--- src/rtl/cplx_frame_accum_if.sv ---
`default_nettype none
// +------------------------------------------------------------------+
// | cplx_frame_accum_if                                              |
// | Product-stream in / frame-sum out bundle for cplx_frame_accum.   |
// | Revision: 1.0                                                    |
// +------------------------------------------------------------------+
interface cplx_frame_accum_if #(
  parameter int PWIDTH = 37,
  parameter int CWIDTH = 8
);
  localparam int AWIDTH_OUT = PWIDTH + CWIDTH;

  logic                         in_valid;
  logic signed [PWIDTH-1:0]     pr_in;
  logic signed [PWIDTH-1:0]     pi_in;
  logic        [CWIDTH-1:0]     frame_len;
  logic                         clear;
  logic signed [AWIDTH_OUT-1:0] sum_r;
  logic signed [AWIDTH_OUT-1:0] sum_i;
  logic                         sum_valid;
  logic                         busy;

  modport master (
    output in_valid, pr_in, pi_in, frame_len, clear,
    input  sum_r, sum_i, sum_valid, busy
  );

  modport slave (
    input  in_valid, pr_in, pi_in, frame_len, clear,
    output sum_r, sum_i, sum_valid, busy
  );
endinterface
`default_nettype wire

--- src/rtl/cplx_frame_accum.sv ---
`default_nettype none
// +------------------------------------------------------------------+
// | cplx_frame_accum                                                 |
// | Sums a programmable number of complex products into one sum.     |
// | Revision: 1.0                                                    |
// +------------------------------------------------------------------+
module cplx_frame_accum #(
  parameter int PWIDTH = 37,
  parameter int CWIDTH = 8
) (
  input  logic                 clk,
  input  logic                 rst_n,
  cplx_frame_accum_if.slave    bus
);
  localparam int AWIDTH_OUT = PWIDTH + CWIDTH;

  localparam logic [0:0]        ST_IDLE = 1'b0;
  localparam logic [0:0]        ST_ACC  = 1'b1;
  localparam logic [CWIDTH-1:0] LEN_ONE = {{(CWIDTH-1){1'b0}}, 1'b1};

  logic [0:0]                   state_q, state_d;
  logic [CWIDTH-1:0]            cnt_q, cnt_d;
  logic [CWIDTH-1:0]            len_q, len_d;
  logic signed [AWIDTH_OUT-1:0] acc_r_q, acc_r_d;
  logic signed [AWIDTH_OUT-1:0] acc_i_q, acc_i_d;
  logic signed [AWIDTH_OUT-1:0] sum_r_q, sum_r_d;
  logic signed [AWIDTH_OUT-1:0] sum_i_q, sum_i_d;
  logic                         sum_valid_q, sum_valid_d;

  logic signed [AWIDTH_OUT-1:0] ext_r, ext_i;
  logic [CWIDTH-1:0]            len_eff;
  logic [CWIDTH-1:0]            cnt_inc;
  logic                         frame_done;

  assign ext_r      = {{CWIDTH{bus.pr_in[PWIDTH-1]}}, bus.pr_in};
  assign ext_i      = {{CWIDTH{bus.pi_in[PWIDTH-1]}}, bus.pi_in};
  assign len_eff    = (bus.frame_len == '0) ? LEN_ONE : bus.frame_len;
  assign cnt_inc    = cnt_q + LEN_ONE;
  assign frame_done = (cnt_inc == len_q);

  always_ff @(posedge clk or negedge rst_n) begin
    if (!rst_n) begin
      state_q <= ST_IDLE;
    end else begin
      state_q <= state_d;
    end
  end

  // clear outranks a coincident sample; in IDLE it has nothing to discard
  always_comb begin
    state_d = state_q;
    if (bus.clear) begin
      state_d = ST_IDLE;
    end else if (bus.in_valid) begin
      case (state_q)
        ST_IDLE: if (len_eff != LEN_ONE) state_d = ST_ACC;
        ST_ACC:  if (frame_done)         state_d = ST_IDLE;
        default: state_d = ST_IDLE;
      endcase
    end
  end

  always_comb begin
    cnt_d       = cnt_q;
    len_d       = len_q;
    acc_r_d     = acc_r_q;
    acc_i_d     = acc_i_q;
    sum_r_d     = sum_r_q;
    sum_i_d     = sum_i_q;
    sum_valid_d = 1'b0;
    if (bus.clear) begin
      cnt_d   = '0;
      acc_r_d = '0;
      acc_i_d = '0;
    end else if (bus.in_valid) begin
      case (state_q)
        ST_IDLE: begin
          len_d = len_eff;
          if (len_eff == LEN_ONE) begin
            sum_r_d     = ext_r;
            sum_i_d     = ext_i;
            sum_valid_d = 1'b1;
          end else begin
            acc_r_d = ext_r;
            acc_i_d = ext_i;
            cnt_d   = LEN_ONE;
          end
        end
        ST_ACC: begin
          if (frame_done) begin
            sum_r_d     = acc_r_q + ext_r;
            sum_i_d     = acc_i_q + ext_i;
            sum_valid_d = 1'b1;
            acc_r_d     = '0;
            acc_i_d     = '0;
            cnt_d       = '0;
          end else begin
            acc_r_d = acc_r_q + ext_r;
            acc_i_d = acc_i_q + ext_i;
            cnt_d   = cnt_inc;
          end
        end
        default: begin
          cnt_d = '0;
        end
      endcase
    end
  end

  always_ff @(posedge clk or negedge rst_n) begin
    if (!rst_n) begin
      cnt_q       <= '0;
      len_q       <= LEN_ONE;
      acc_r_q     <= '0;
      acc_i_q     <= '0;
      sum_r_q     <= '0;
      sum_i_q     <= '0;
      sum_valid_q <= 1'b0;
    end else begin
      cnt_q       <= cnt_d;
      len_q       <= len_d;
      acc_r_q     <= acc_r_d;
      acc_i_q     <= acc_i_d;
      sum_r_q     <= sum_r_d;
      sum_i_q     <= sum_i_d;
      sum_valid_q <= sum_valid_d;
    end
  end

  always_comb begin
    bus.sum_r     = sum_r_q;
    bus.sum_i     = sum_i_q;
    bus.sum_valid = sum_valid_q;
    bus.busy      = (state_q == ST_ACC);
  end
endmodule
`default_nettype wire
--- src/flat_wrapper.sv ---
// flat-port wrapper written by rule: the top's interface ports become plain ports
module cplx_frame_accum_flat 
#(
  parameter int PWIDTH = 37,
  parameter int CWIDTH = 8
)
  (clk, rst_n, bus_in_valid, bus_pr_in, bus_pi_in, bus_frame_len, bus_clear, bus_sum_r, bus_sum_i, bus_sum_valid, bus_busy);
  cplx_frame_accum_if #(.PWIDTH(PWIDTH), .CWIDTH(CWIDTH)) bus_i ();
  input  logic clk;
  input  logic rst_n;
  input wire logic [$bits(bus_i.in_valid)-1:0] bus_in_valid;
  input wire logic [$bits(bus_i.pr_in)-1:0] bus_pr_in;
  input wire logic [$bits(bus_i.pi_in)-1:0] bus_pi_in;
  input wire logic [$bits(bus_i.frame_len)-1:0] bus_frame_len;
  input wire logic [$bits(bus_i.clear)-1:0] bus_clear;
  output wire logic [$bits(bus_i.sum_r)-1:0] bus_sum_r;
  output wire logic [$bits(bus_i.sum_i)-1:0] bus_sum_i;
  output wire logic [$bits(bus_i.sum_valid)-1:0] bus_sum_valid;
  output wire logic [$bits(bus_i.busy)-1:0] bus_busy;
  assign bus_i.in_valid = bus_in_valid;
  assign bus_i.pr_in = bus_pr_in;
  assign bus_i.pi_in = bus_pi_in;
  assign bus_i.frame_len = bus_frame_len;
  assign bus_i.clear = bus_clear;
  assign bus_sum_r = bus_i.sum_r;
  assign bus_sum_i = bus_i.sum_i;
  assign bus_sum_valid = bus_i.sum_valid;
  assign bus_busy = bus_i.busy;
  cplx_frame_accum #(.PWIDTH(PWIDTH), .CWIDTH(CWIDTH)) u_core (.clk(clk), .rst_n(rst_n), .bus(bus_i));
endmodule
--- config.mk ---
export PLATFORM = sky130hd
export DESIGN_NAME = cplx_frame_accum_flat
export DESIGN_NICKNAME = d
export VERILOG_FILES = /design/src/rtl/cplx_frame_accum_if.sv /design/src/rtl/cplx_frame_accum.sv /design/src/flat_wrapper.sv
export SDC_FILE = /design/constraint.sdc
export NUM_CORES = 1
export LEC_CHECK = 0
export BUFFER_PORTS_ARGS = -buffer_cell sky130_fd_sc_hd__clkbuf_2
export CORE_MARGIN = 2
export CORE_UTILIZATION = 45
export CTS_CLUSTER_SIZE = 25
export DETAILED_ROUTE_END_ITERATION = 8
export GPL_ROUTABILITY_DRIVEN = 0
export GPL_TIMING_DRIVEN = 0
export PLACE_DENSITY = 0.63
export SKIP_LAST_GASP = 1
export SYNTH_ARGS = -nofsm -noshare
export SYNTH_HDL_FRONTEND = slang
export SYNTH_SLANG_ARGS = --single-unit
--- constraint.sdc ---
create_clock -name clk -period 2.7 [get_ports clk]
set_input_delay 0.405 -clock clk [delete_from_list [all_inputs] [get_ports clk]]
set_output_delay 0.405 -clock clk [all_outputs]
set_load 0.01 [all_outputs]
=== Word level (Yosys, flattened, before mapping) ===
Index checks and enable logic that the tools add are counted.

* Register bits: 198
* Output and inout bits: 92
* Word-level logic and storage cells: 56

* Add/subtract/negate cells: 3
* Equal/unequal tests: 6
* Mux-type cells: 32
* Bitwise gates (word level): 2
* Reductions and logical operators: 5

{| class="wikitable"
|+ Operator list
! cell !! number
|-
| two-way mux 45 bit || 12
|-
| one-hot mux 45 bit (2 select lines) || 4
|-
| adder 45 x 37 -> 45 bit || 2
|-
| two-way mux 8 bit || 5
|-
| one-hot mux 8 bit (2 select lines) || 1
|-
| adder 8 x 1 -> 8 bit (second input constant) || 1
|-
| equality test 8 x 1 -> 1 bit (second input constant) || 1
|-
| equality test 8 bit || 1
|-
| zero test 8 bit || 1
|-
| two-way mux 1 bit || 8
|-
| inequality test 8 x 1 -> 1 bit (second input constant) || 1
|-
| one-hot mux 1 bit (2 select lines) || 2
|-
| AND reduction 4 bit || 1
|-
| inequality test 3 bit (second input constant) || 1
|-
| AND reduction 3 bit || 1
|-
| inequality test 2 x 1 -> 1 bit (second input constant) || 1
|-
| inequality test 2 bit (second input constant) || 1
|-
| inverter 1 bit || 2
|-
| AND reduction 2 bit || 1
|-
| nonzero test 2 bit || 1
|}

=== Longest topological paths before layout ===
Gate-level depths: netlist of run 1.

* Depth after elaboration: 7
* Gate-level depth with buffers: 14
* Mapped depth without buffers: 13

=== Least setup slack after synthesis of run 1 ===
No wires, ideal clock.

* Path kind: input -> register
* Start point: input port bus_pr_in[0]
* End point: register u_core.sum_r_q[42], in the netlist u_core.bus.sum_r[42]
* Library setup time: 0.124 ns
* Arrival time: 2.967 ns
* Data required time: 2.576 ns
* Slack: -0.391 ns
* Stages on the path: 13
* Path through: ha_1 -> inv_1 -> fa_1 -> nand2b_1 -> a21oi_1 -> o211ai_2 -> o31ai_1 -> o21ai_2 -> a21oi_1 -> a31o_2 -> a31oi_2 -> mux2i_1 -> a211o_1

* Longest elaborated chain between the ends: 3

{| class="wikitable"
|+ Ends and longest elaborated chain
! what !! RTL line !! source
|-
| start: declaration || flat_wrapper.sv:12 || <nowiki>input wire logic [$bits(bus_i.pr_in)-1:0] bus_pr_in;</nowiki>
|-
| adder 45 x 37 -> 45 bit || cplx_frame_accum.sv:91 || <nowiki>sum_r_d = acc_r_q + ext_r;</nowiki>
|-
| two-way mux 45 bit || cplx_frame_accum.sv:90 || <nowiki>if (frame_done) begin</nowiki>
|-
| one-hot mux 45 bit (2 select lines) || cplx_frame_accum.sv:76 || <nowiki>case (state_q)</nowiki>
|-
| end signal: assignment || cplx_frame_accum.sv:124 || <nowiki>sum_r_q <= sum_r_d;</nowiki>
|-
| end: declaration || cplx_frame_accum.sv:26 || <nowiki>logic signed [AWIDTH_OUT-1:0] sum_r_q, sum_r_d;</nowiki>
|}

Every way passes these cells. The select of a mux whose other input is x is not followed.
A chain may end at the register's enable or synchronous reset.

=== Worst setup path in the final report of run 1 ===
* Start point: register u_core.acc_r_q[15]
* End point: register u_core.sum_r_q[42], in the netlist u_core.bus.sum_r[42]

* Longest elaborated chain between the ends: 3

{| class="wikitable"
|+ Ends and longest elaborated chain
! what !! RTL line !! source
|-
| start: declaration || cplx_frame_accum.sv:24 || <nowiki>logic signed [AWIDTH_OUT-1:0] acc_r_q, acc_r_d;</nowiki>
|-
| start signal: assignment || cplx_frame_accum.sv:122 || <nowiki>acc_r_q <= acc_r_d;</nowiki>
|-
| adder 45 x 37 -> 45 bit || cplx_frame_accum.sv:91 ||
|-
| two-way mux 45 bit || cplx_frame_accum.sv:90 ||
|-
| one-hot mux 45 bit (2 select lines) || cplx_frame_accum.sv:76 ||
|}

Every way passes these cells. The select of a mux whose other input is x is not followed.

==> results.py, run 1 <==
metrics = {
    "timing": {
        "fin_crit_ns": 3.04,
        "clock_skew_ns": 0.0140,
        "tightest_slew_ns": 1.18,
        "drv_slew": 0,
        "setup_viol": 158,
        "worst_slack_ns": -0.343,
        "min_period_over_period": 1.13,
        "rsz0062_at_grt": "yes",
        "max_clock_freq_ghz": 0.329,
        "final-hold-violation-count": 0,
        "relSlewSlack": 0.216,
    },
    "synth": {
        "mappedNetlistNets": 1797,
        "synth.cell_area_sq_um": 13700,
        "synthMuxAreaShare": 0.0183,
        "ys_ff_latch": 198,
        "yosysWarnings": 0,
        "avgSynthCellArea_sq_um": 8.45,
        "async_flop_share": 1.00,
        "ys_seq_area_frac": 0.362,
        "synth_ff_type": "dfrtp_1",
        "synthDistinctLibCells": 75,
        "synth_edf_count": 0,
        "synth_compound_area_frac": 0.271,
        "synth-simple-area-share": 0.172,
        "synth_cells": 1620,
        "synth_top_family_by_area": "compound AO/OA/AOI/OAI gates",
        "synth-xor-area-share": 0.0595,
        "yosys.area_share.adder": 0.0843,
    },
    "setup_path": {
        "timing.critical_path.buf_inv": 1,
        "slowest_stage": "dfrtp_1",
        "critPathKind": "reg -> reg",
        "path_cells": "ha_1 > a21o_1 > a21o_1 > a21oi_1 > o211ai_1 > o21ai_4 > buf_4 > a21oi_4 > a31o_4 > a31oi_4 > mux2i_1 > a211o_1",
        "setup.worst_path.start_class": "flop",
        "endpoint_kind": "flop",
        "cp.required_ns": 3.05,
        "worstPathArrival_ns": 3.39,
        "crit_top_cell": "a21o_1",
        "crit_fanout": 5,
        "cp_top_family": "compound AO/OA/AOI/OAI gates",
        "max_stage_delay_ns": 0.40,
    },
    "floorplan": {
        "design.core.area_sq_um": 29800,
        "start_util": 0.459,
        "fp-row-count": 63,
        "die_h_microns": 178,
        "die_area_sq_um": 31800,
        "die_w_microns": 178,
        "ios": 178,
    },
    "route": {
        "wl_per_cell_microns": 23.4,
        "routed_wl_mm": 54.6,
        "via_per_inst": 6.23,
        "dr.first_iter.drc_count": 1640,
        "vias": 14545,
        "drtAntennaViolNets": 0,
        "drc_errors": 0,
        "dr.pass1.iters": 6,
    },
    "finish": {
        "final_cell_mix": "dfrtp_1 (194), clkbuf_2 (185), nand2_1 (163)",
        "nets": 2107,
        "layout-drive-gt1-share": 0.383,
        "fin_area_sq_um": 19800,
        "areaGrowthSynthToFinish_pct": 44.9,
        "fillers": 2364,
        "fin_cells": 2334,
        "layout_commonest_cell": "dfrtp_1",
    },
    "clock_network": {
        "clock_sinks": 198,
        "clockBufferDepth": 2,
        "htreeDepth": 4,
        "cts_buffers": 17,
        "insertion_delay_ns": 0.47,
        "root_buffer": "clkbuf_16",
        "path_clk_slew_ns": 0.09,
        "cts_tree": "yes",
    },
    "global_route": {
        "gr-total-overflow": 0,
        "grt_max_degree": 92,
        "grt_usage": 0.332,
        "grt_pass1_wl_mm": 79.9,
        "grt_antenna_before_repair": 1,
        "first_global_vias": 13872,
    },
    "place": {
        "hpwl_mm": 35.5,
        "placedInstanceArea_sq_um": 15400,
        "port_buffers": 177,
        "dp.cells": 2189,
    },
    "pwr": {
        "p_per_area_nw_per_um2": 524,
        "ir_drop_mv": 0.397,
        "finalPower_mw": 10.4,
        "p_leak_nw": 9.04,
    },
    "flow_run": {
        "maxCapViolCount": 0,
    },
    "outcome": {
        "status": "complete, but fails checks",
        "violations": "setup timing",
    },
    "hold_path": {
        "hp-class": "in -> reg",
    },
}
==> per-layer routing <==
layer / GRT usage / up-vias / wire length [microns]
met1: 0.438 / 7157 / 21600
met2: 0.533 / 723 / 25300
met3: 0.0573 / 169 / 4760
li1: - / 6496 / -
met4: 0.152 / 0 / 2870
met5: 0 / - / 0
==> layout make-up <==
class	count	area, sq um	share of cell area
tap	390	488	0.0246
clock buffer	17	425	0.0215
buffer	74	724	0.0365
clock inverter	15	209	0.0105
inverter	29	119	0.00600
multi-input combinational	1309	10600	0.535
sequential	198	4960	0.250
timing repair buffer	301	2290	0.116
antenna	1	2.50	0.000126
==> stage by stage <==
stage | setup TNS (ns) | worst slack, ns | hold slack [ns] | util
after floorplan | -0.317 | -0.125 | 0.109 | -
after global placement | -673.55 | -2.88 | 0.460 | 0.516
after detailed placement | -113.16 | -0.937 | 0.364 | 0.518
after CTS | -11.17 | -0.247 | 0.180 | 0.612
after global routing | -26.43 | -0.424 | 0.189 | 0.665
final | -21.72 | -0.343 | 0.191 | 0.665
==> final timing paths <==
path | from | endpoint | slack (ns) | depth (start not counted)
worst max-delay path | u_core.acc_r_q[15] | u_core.bus.sum_r[42] | -0.34 | 12
worst min-delay path | bus_frame_len[4] | u_core.len_q[4] | 0.19 | 2
worst max register to register | u_core.acc_r_q[15] | u_core.bus.sum_r[42] | -0.34 | 12
worst min register to register | u_core.bus.sum_i[43] | u_core.bus.sum_i[43] | 0.49 | 1
max in group asynchronous | rst_n | u_core.cnt_q[3] | 1.10 | 4
min in group asynchronous | rst_n | u_core.bus.sum_r[7] | 0.42 | 2
==> repair_timing <==
action / 4_1_cts / 5_1_grt
hold endpoints to repair: 42 / 0
pin swaps: 120 / 139
hold buffers: 1 / 0
resized for setup: 358 / 344
endpoints found under the setup margin: 186 / 186
setup buffers: 72 / 40
cloned: 13 / 4
==> report_power, final <==
part / internal, mW / switching (mW)
Combinational: 1.68 / 2.25
Clock: 1.35 / 1.48
Sequential: 3.32 / 0.309
==> cells by family (layout without fill, tap and decap cells) <==
| logic type | count (synthesis) | after routing |
|---|---|---|
| xor+xnor | 93 | 93 |
| fa+ha+maj | 91 | 91 |
| mux | 24 | 24 |
| compound gates | 595 | 595 |
| simple gates | 506 | 506 |
| other cells | 0 | 1 |
| flops | 198 | 198 |
| buf+inv | 113 | 436 |
==> synthesized netlist by cell type (11+ instances only) <==
master / instances / area [sq um]
dfrtp_1: 197 / 4930
nor2b_1: 59 / 369
nand2b_1: 11 / 68.8
a31oi_1: 20 / 125
nand3_1: 31 / 155
and2_1: 12 / 75.1
a21o_1: 56 / 420
o21a_1: 12 / 90.1
nand2_1: 225 / 845
nand4_1: 13 / 81.3
or3_1: 11 / 68.8
clkbuf_1: 72 / 270
inv_1: 28 / 105
o21bai_1: 12 / 90.1
o221ai_1: 12 / 105
nor2_1: 89 / 334
xnor2_1: 56 / 490
mux2i_1: 16 / 160
a221o_1: 26 / 260
a21oi_1: 195 / 976
ha_1: 89 / 1110
nor3_1: 12 / 60.1
and3_1: 24 / 150
xor2_1: 37 / 324
o21ai_0: 177 / 886
==> sequential cells by signal, indices dropped and copies added (netlist names) <==
register              flops
u_core.cnt_q              8
u_core.acc_i_q           45
u_core.acc_r_q           45
u_core.bus.sum_valid      1
u_core.bus.busy           1
u_core.bus.sum_r         45
u_core.len_q              8
u_core.bus.sum_i         45
==> worst register-to-register path, delay by kind of cell (launching register included) <==
kind | cells | cell delay [ns]
AO/OA/AOI/OAI | 9 | 1.90
flip-flops | 1 | 0.40
adder cells (fa/ha/maj) | 1 | 0.35
buffers and inverters | 1 | 0.16
multiplexers | 1 | 0.13
(Power assumes the default switching activity.)
==> run 2: changes to the inputs <==
GPL_ROUTABILITY_DRIVEN = default   (was 0)
MAX_ROUTING_LAYER = met4   (was default)
SKIP_CTS_REPAIR_TIMING = 1   (was default)
==> run 2 against run 1 <==
Compared with the run above: the flow still finishes with violations (setup timing); via count is 2.5% lower; flip-flop and latch count is the same; count of clock-buffer cells in the layout unchanged; core utilization down 4.0 points; clock power shrank 4%; wire length down 2.9%; die area unchanged; critical endpoint is now u_core.bus.sum_r[32]; highest routed layer unchanged.
==> results.py, run 2 (synthesis gave the netlist of run 1 again) <==
metrics = {
    "finish": {
        "nets": 2074,
        "seq_area_sq_um": 4960,
        "areaGrowthSynthToFinish_pct": 36.2,
        "layout-drive-gt1-share": 0.320,
        "fillers": 2566,
        "layout_commonest_cell": "nand2_1",
        "antennaDiodeCount": 0,
        "multiInputGateArea_sq_um": 9870,
        "finalCoreUtilization": 0.625,
        "final_cell_mix": "nand2_1 (198), dfrtp_1 (196), clkbuf_2 (188)",
    },
    "place": {
        "port_buffers": 177,
        "place_congestion": 0.942,
        "place_ws_ns": -1.03,
        "hpwl_mm": 36.4,
    },
    "floorplan": {
        "design.core.area_sq_um": 29800,
        "die_h_microns": 178,
        "start_util": 0.459,
        "die_area_sq_um": 31800,
        "die_w_microns": 178,
        "fp-row-count": 63,
        "ios": 178,
    },
    "outcome": {
        "status": "complete, but fails checks",
        "violations": "setup timing",
    },
    "clock_network": {
        "root_buffer": "clkbuf_16",
        "clock_sinks": 198,
        "htreeDepth": 4,
        "path_clk_slew_ns": 0.09,
        "clockBufferDepth": 2,
        "insertion_delay_ns": 0.49,
        "cts_tree": "yes",
        "cts_buffers": 17,
    },
    "route": {
        "wl_per_cell_microns": 23.0,
        "dr.pass1.iters": 6,
        "routed_wl_mm": 53.0,
        "via_per_inst": 6.17,
        "drc_errors": 0,
        "vias": 14182,
        "dr.first_iter.drc_count": 1310,
        "drtAntennaViolNets": 0,
    },
    "setup_path": {
        "endpoint_kind": "flop",
        "cp.required_ns": 3.03,
        "crit_fanout": 10,
        "setup.worst_path.start_class": "flop",
        "critPathKind": "reg -> reg",
        "worstPathArrival_ns": 3.48,
    },
    "global_route": {
        "grt_max_degree": 102,
        "grt_antenna_before_repair": 0,
        "first_global_vias": 13006,
        "grt_pass1_wl_mm": 74.8,
        "gr-total-overflow": 0,
        "grt_usage": 0.321,
    },
    "timing": {
        "drv_slew": 0,
        "setup_viol": 150,
        "clock_skew_ns": 0.0175,
        "fin_crit_ns": 3.15,
        "worst_slack_ns": -0.446,
        "relSlewSlack": 0.379,
        "final-hold-violation-count": 0,
        "totalNegativeSetupSlack_ns": -38.80,
        "rsz0062_at_grt": "yes",
        "min_period_over_period": 1.17,
        "whs_ns": 0.0232,
        "max_clock_freq_ghz": 0.318,
        "tightest_slew_ns": 0.932,
    },
    "flow_run": {
        "maxCapViolCount": 0,
    },
    "pwr": {
        "finalPower_mw": 9.96,
        "p_clk_frac": 0.272,
        "ir_drop_mv": 0.467,
        "p_per_area_nw_per_um2": 534,
        "p_int_mw": 6.10,
        "p_leak_nw": 8.60,
        "p_switching_mw": 3.86,
        "p_seq_frac": 0.362,
        "comb_power_share": 0.366,
        "p_sw_frac": 0.388,
    },
    "hold_path": {
        "hp-class": "in -> async",
    },
}
-- run 2: changes by cell type in the layout (fill, tap and decap cells not counted), sizes merged --
| cell | previous run | this run |
|---|---|---|
| buf | 134 | 101 |
| bufinv | 1 | 0 |
| clkbuf | 257 | 258 |
| clkinv | 8 | 7 |
| clkinvlp | 1 | 0 |
| diode | 1 | 0 |
| dlygate4sd3 | 1 | 0 |
| inv | 34 | 37 |
-- run 2: final timing paths --
path / startpoint / cells after the start / slack (ns) / endpoint
max: u_core.cnt_q[1] / 15 / -0.45 / u_core.bus.sum_r[32]
min: rst_n / 1 / 0.02 / u_core.bus.sum_r[7]
max reg2reg: u_core.cnt_q[1] / 15 / -0.45 / u_core.bus.sum_r[32]
min reg2reg: u_core.bus.sum_r[11] / 2 / 0.48 / u_core.bus.sum_r[11]
max in group asynchronous: rst_n / 2 / 1.63 / u_core.cnt_q[0]
min in group clk: bus_frame_len[4] / 2 / 0.17 / u_core.len_q[4]
-- run 2: area by class of cell --
class,count,share of cell area
repair buffers,266,0.105
flip-flops and latches,198,0.266
clock buffers,17,0.0228
inverters,29,0.00665
multi-input cells,1309,0.530
well taps,390,0.0262
clock inverters,15,0.00920
plain buffers,76,0.0345
-- run 2: per-layer routing --
metal	up-vias	track usage	routed length, microns
met5	-	-	0
met4	0	0.128	2440
met3	154	0.0484	3810
met2	629	0.499	24300
met1	6972	0.421	22500
li1	6427	-	-
-- run 2: power groups by stage --
stage               logic, mW  registers, mW  clock network [mW]
finish                   3.64           3.60                2.71
global route             3.94           3.64                2.85
CTS                      2.97           3.56                2.72
detailed placement       2.96           3.62                   0
global placement         2.91           3.61                   0
floorplan                1.90           3.65                   0
-- run 2: critical path: stages, from the launching register on --
cell	delay, ns
dfrtp_1	0.42
ha_4	0.18
and3_4	0.21
nand3_4	0.09
xor2_2	0.21
xor2_1	0.16
nand4_1	0.29
or2_1	0.33
a21o_1	0.21
buf_8	0.14
buf_12	0.13
buf_8	0.13
buf_12	0.13
buf_4	0.17
nand2_1	0.08
o21ai_0	0.10
-- run 2: per-stage QoR --
step / instance area, sq um / cells
after floorplan: 14000 / 1620
after global placement: 15400 / 2187
after detailed placement: 15400 / 2188
after CTS: 16000 / 2220
after global routing: 18600 / 2300
final: 18600 / 2300
